$ cat src/rtl/cuckoo_lookup_ctrl.sv
// Issue sequencer and result collector for one Cuckoo length-engine (case + nocase lanes).
// Follows each issued window through the fixed engine latency and queues qualified results.
module cuckoo_lookup_ctrl #(
  parameter int PIPE_LAT = 4,
  parameter int DEPTH    = 8,
  parameter int OFF_W    = 16
) (
  input  logic             clk,
  input  logic             rst_n,
  input  logic             flush,
  input  logic             win_valid,
  input  logic             win_sop,
  input  logic             win_eop,
  output logic             win_rd,
  output logic             eng_enable,
  input  logic [1:0]       compare_out,
  input  logic [1:0]       suffix,
  input  logic [1:0]       compare_out_nocase,
  input  logic [1:0]       suffix_nocase,
  output logic             res_valid,
  input  logic             res_ready,
  output logic [OFF_W-1:0] res_offset,
  output logic [1:0]       res_hit,
  output logic [1:0]       res_suf,
  output logic [1:0]       res_hit_nc,
  output logic [1:0]       res_suf_nc,
  output logic             res_eop,
  output logic             busy,
  output logic [15:0]      drop_cnt
);
  localparam int AW = $clog2(DEPTH);
  localparam int CW = $clog2(DEPTH + PIPE_LAT + 1);

  typedef enum logic [1:0] {IDLE, RUN, DRAIN} state_t;

  typedef struct packed {
    logic [OFF_W-1:0] off;
    logic             eop;
  } tag_t;

  typedef struct packed {
    logic [OFF_W-1:0] off;
    logic [1:0]       hit;
    logic [1:0]       suf;
    logic [1:0]       hit_nc;
    logic [1:0]       suf_nc;
    logic             eop;
  } res_t;

  state_t            state, state_nxt;
  logic              issue, discard, credit_ok;
  logic [CW-1:0]     inflight, occ;
  logic [OFF_W-1:0]  off_cnt;
  tag_t              issue_tag;
  logic [PIPE_LAT:1] vld_pipe;
  tag_t [PIPE_LAT:1] tag_pipe;
  res_t              mem [DEPTH];
  logic [AW-1:0]     wp, rp;
  logic              push, pop;
  res_t              push_ent, shown;

  // Every window in the tracking pipe owns one queue slot until it is sampled.
  always_comb begin
    inflight = '0;
    for (int i = 1; i <= PIPE_LAT; i++) inflight = inflight + CW'(vld_pipe[i]);
  end

  assign credit_ok = (occ + inflight) < CW'(DEPTH);

  always_comb begin
    state_nxt = state;
    issue     = 1'b0;
    discard   = 1'b0;
    if (flush) begin
      state_nxt = IDLE;
    end else begin
      case (state)
        IDLE: begin
          if (win_valid) begin
            if (!win_sop) begin
              discard = 1'b1;
            end else if (credit_ok) begin
              issue     = 1'b1;
              state_nxt = win_eop ? DRAIN : RUN;
            end
          end
        end
        RUN: begin
          if (win_valid && credit_ok) begin
            issue = 1'b1;
            if (win_eop) state_nxt = DRAIN;
          end
        end
        DRAIN: begin
          if (inflight == '0) state_nxt = IDLE;
        end
        default: state_nxt = IDLE;
      endcase
    end
  end

  // Gated by rst_n so the strobes drop asynchronously with the rest of the block.
  assign eng_enable = rst_n & issue;
  assign win_rd     = rst_n & (issue | discard);

  always_comb begin
    issue_tag.off = win_sop ? '0 : off_cnt;
    issue_tag.eop = win_eop;
  end

  always_ff @(posedge clk or negedge rst_n) begin
    if (!rst_n) begin
      state    <= IDLE;
      off_cnt  <= '0;
      drop_cnt <= '0;
    end else begin
      state <= state_nxt;
      if (flush)      off_cnt <= '0;
      else if (issue) off_cnt <= issue_tag.off + OFF_W'(1);
      if (discard && drop_cnt != 16'hFFFF) drop_cnt <= drop_cnt + 16'd1;
    end
  end

  always_ff @(posedge clk or negedge rst_n) begin
    if (!rst_n) begin
      vld_pipe <= '0;
      tag_pipe <= '0;
    end else if (flush) begin
      vld_pipe <= '0;
    end else begin
      vld_pipe <= {vld_pipe[PIPE_LAT-1:1], issue};
      tag_pipe <= {tag_pipe[PIPE_LAT-1:1], issue_tag};
    end
  end

  // The engine repeats its last lookup while idle; only a valid tail qualifies a sample.
  assign push = vld_pipe[PIPE_LAT] & ~flush &
                ((|compare_out) | (|compare_out_nocase) | tag_pipe[PIPE_LAT].eop);

  always_comb begin
    push_ent.off    = tag_pipe[PIPE_LAT].off;
    push_ent.hit    = compare_out;
    push_ent.suf    = suffix;
    push_ent.hit_nc = compare_out_nocase;
    push_ent.suf_nc = suffix_nocase;
    push_ent.eop    = tag_pipe[PIPE_LAT].eop;
  end

  assign res_valid = (occ != '0);
  assign pop       = res_valid & res_ready & ~flush;

  always_ff @(posedge clk or negedge rst_n) begin
    if (!rst_n) begin
      wp  <= '0;
      rp  <= '0;
      occ <= '0;
    end else if (flush) begin
      wp  <= '0;
      rp  <= '0;
      occ <= '0;
    end else begin
      if (push) wp <= wp + AW'(1);
      if (pop)  rp <= rp + AW'(1);
      case ({push, pop})
        2'b10:   occ <= occ + CW'(1);
        2'b01:   occ <= occ - CW'(1);
        default: occ <= occ;
      endcase
    end
  end

  always_ff @(posedge clk) begin
    if (push) mem[wp] <= push_ent;
  end

  assign shown      = res_valid ? mem[rp] : '0;
  assign res_offset = shown.off;
  assign res_hit    = shown.hit;
  assign res_suf    = shown.suf;
  assign res_hit_nc = shown.hit_nc;
  assign res_suf_nc = shown.suf_nc;
  assign res_eop    = shown.eop;

  assign busy = (state != IDLE) | (inflight != '0) | res_valid;

endmodule

$ cat config.mk
export PLATFORM = sky130hd
export DESIGN_NAME = cuckoo_lookup_ctrl
export DESIGN_NICKNAME = d
export VERILOG_FILES = /design/src/rtl/cuckoo_lookup_ctrl.sv
export SDC_FILE = /design/constraint.sdc
export NUM_CORES = 1
export LEC_CHECK = 0
export BUFFER_PORTS_ARGS = -buffer_cell sky130_fd_sc_hd__buf_4
export CAP_MARGIN = 20
export CORE_MARGIN = 2
export CORE_UTILIZATION = 55
export CTS_CLUSTER_DIAMETER = 120
export CTS_CLUSTER_SIZE = 25
export DETAILED_ROUTE_END_ITERATION = 10
export PLACE_DENSITY_LB_ADDON = 0.25
export SLEW_MARGIN = 15
export SYNTH_ARGS = -nofsm -noshare
export SYNTH_HDL_FRONTEND = slang
export SYNTH_SLANG_ARGS = --single-unit
$ cat constraint.sdc
create_clock -name clk -period 4.1 [get_ports clk]
set_clock_uncertainty 0.1 [all_clocks]
set_input_delay 0.41 -clock clk [delete_from_list [all_inputs] [get_ports clk]]
set_output_delay 0.41 -clock clk [all_outputs]
set_load 0.01 [all_outputs]
==> metrics.txt <==
status completed; MaxCap Viol Count 0; critical path peak fanout 8; # port buffers 59; Synth Area per Inst 16.38 um2; ys async rst share 36.71%; Row Count 56; crit end category primary output; EDFF count, synth 200; most used cell, CP ha_1; Net Count, Synth 817; Initial Util 55.62%; die width 157.4 um; crit path max-delay cell type fa_1; clk root buf clkbuf_16; vias per cell 5.766; Slew Viols, Final 0; CP cell instances fa_1, ha_1, ha_1, ha_1, a31o_2, a21oi_2, mux2_4, o21a_1, buf_4; DRT Pass-1 Iters 5; initial antenna violation count 0; Fillers 1755; CTS H-tree lvls 1; CP startpoint kind register; I/O Pins 60; CTS clock-pin slew for the worst setup and hold paths 100 ps; hold slack 55.32 ps; proportion of layout cells with a drive suffix above 1 26.45%; Final Cell Area 14320 um2; clock buffer depth 3; Hold Crit Class primary input to register; CTS Buf Count 16; main flop type after synthesis edfxtp_1; WS Path Type register to primary output; final setup vio count 0; Cell Area, Synth 12940 um2; delay-heaviest family, CP adder cells; Routed WL per cell 20.10 um; Clock Latency Late Sink 500 ps; Final ANT Viol Nets 0; GRT Util Overall 19.62%; vias in the first global route 6889; Worst Tran Pin Value 972.5 ps; pwr/cell area 471.7 nW/um2; via count 6810; Largest stage delay, worst path 460 ps; post-place instance area 13790 um2; RSZ-0062 raised after global routing false; period utilization 95.99%; chip height 157.4 um; Seq/Total Area, Yosys 68.85%; first-iteration detailed-routing DRC count 532; core region area 23260 um2; GP Congestion 0.8007; global route total overflow 0; Antenna diodes 0; largest net degree at the start of global routing 58; register bit total from synthesis 316; CTS Sinks 316; # DRC 0; buffers and inverters on the worst path 1; Final min period 3935 ps; die area 24770 um2; total wire length 23.74 mm; WP data required 3590 ps; Yosys cell types 61; Slew headroom 35.02%; Final Hold Viols 0; Ys Warns 0; first-pass GRT wire length 37.65 mm; VDD IR max 330.6 uV; nets 880; leakage dissipation 5.281 nW; critical path arrival 3430 ps; layout overhead on the synthesized area 10.64%; Mapped Cells 790; CTS tree done; Peak Freq 254.1 MHz; setup_tns 0 ps; DP HPWL 14.66 mm
routing by layer:
| layer | vias to the layer above | GRT usage [%] | share of wire (%) |
|---|---|---|---|
| met5 | - | 0 | 0 |
| met4 | 0 | 2.900 | 0.91 |
| met3 | 16 | 2.753 | 4.1 |
| met2 | 138 | 33.94 | 51 |
| met1 | 3539 | 27.45 | 44 |
| li1 | 3117 | - | - |
path summary, 6_finish.rpt:
check                       startpoint          end  slack [ps]  cells past startpoint
min in group asynchronous        rst_n  drop_cnt[5]         340                      2
max                        vld_pipe[4]       win_rd         160                      9
max reg2reg                vld_pipe[4]  off_cnt[11]         650                     10
min reg2reg                tag_pipe[5]  tag_pipe[5]         390                      2
min                          suffix[1]    mem[7][6]          60                      1
max in group asynchronous        rst_n   off_cnt[4]        2560                      3
per-stage QoR:
stage,power (mW),setup slack (ps),util [%],instances
floorplan,4.540,699.0,-,790
global placement,5.090,563.9,59.30,1149
detailed placement,5.134,513.4,59.30,1149
CTS,6.837,20.52,61.42,1178
global route,7.066,11.86,61.54,1181
finish,6.753,164.6,61.54,1181
cell families (layout without fill, tap and decap cells):
family,Yosys count,after routing,synth area share (%)
multiplexers,138,138,16.09
adder cells (fa/ha/maj),12,12,1.276
AND/OR/NAND/NOR,206,206,7.939
flip-flops,316,316,68.85
XOR/XNOR,17,17,1.296
buffers and inverters,46,118,1.489
AO/OA/AOI/OAI,55,55,3.056
sequential cells by signal, summed over array words and instances (netlist names):
| register | flops |
|---|---|
| rp | 3 |
| mem | 200 |
| off_cnt | 16 |
| wp | 3 |
| state | 2 |
| vld_pipe | 4 |
| drop_cnt | 16 |
| push_ent | 17 |
| occ | 4 |
| tag_pipe | 51 |
report_power, final:
group / internal, mW / switching (mW)
registers: 3.44 / 0.217
logic: 0.746 / 0.636
clock network: 0.784 / 0.932
timing repair:
item | 4_1_cts | 5_1_grt
setup endpoints to repair | 2 | 2
hold buffers | 2 | 0
cloned | 0 | 0
setup buffers | 0 | 3
gates resized for setup | 1 | 1
endpoints found under the hold margin | 42 | 0
cell usage after synthesis (3+ instances only):
library cell,instances,area [um2]
nand2_1,49,183.9
nor2_1,64,240.2
nand4_1,11,68.82
xnor2_1,10,87.58
or3_1,5,31.28
o31ai_1,3,22.52
and2_1,7,43.79
a22o_1,3,26.28
and3_1,3,18.77
edfxtp_1,200,6006
nand4b_1,3,26.28
nor3_1,9,45.04
nand2b_1,13,81.33
xor2_1,6,52.55
nor2b_1,9,56.30
mux4_2,50,1126
or4_1,3,22.52
o21ai_0,12,60.06
a211oi_1,4,30.03
ha_1,10,125.1
a21oi_1,10,50.05
mux2_2,59,664.4
nand3_1,17,85.08
inv_1,10,37.54
mux2i_1,28,280.3
buf_2,7,35.03
dfrtp_1,116,2903
buf_1,6,22.52
clkbuf_1,20,75.07
cells in the final DEF, fill, tap and decap left out, drive strengths merged, types with 3 or more instances in the layout:
cell,n
nand4b,3
nand2,49
nor2b,9
a22o,3
nand3,17
edfxtp,200
mux4,50
mux2,60
dfrtp,116
clkbuf,26
a211oi,4
or4,3
and2,7
nor3,10
o31ai,3
ha,10
nand4,11
nor2,64
buf,78
or3,5
xnor2,11
mux2i,28
o21ai,14
and3,3
nor4,5
nand2b,13
a21oi,10
inv,12
xor2,6
final cells by class:
type,instances,area [um2],area share [%]
clock inverters,1,11.26,0.07866
multi-input cells,428,3885,27.14
repair buffers,80,605.6,4.230
well taps,319,399.1,2.788
flip-flops and latches,316,8914,62.27
inverters,11,41.29,0.2884
clock buffers,26,459.2,3.208
(Power assumes the default switching activity.)
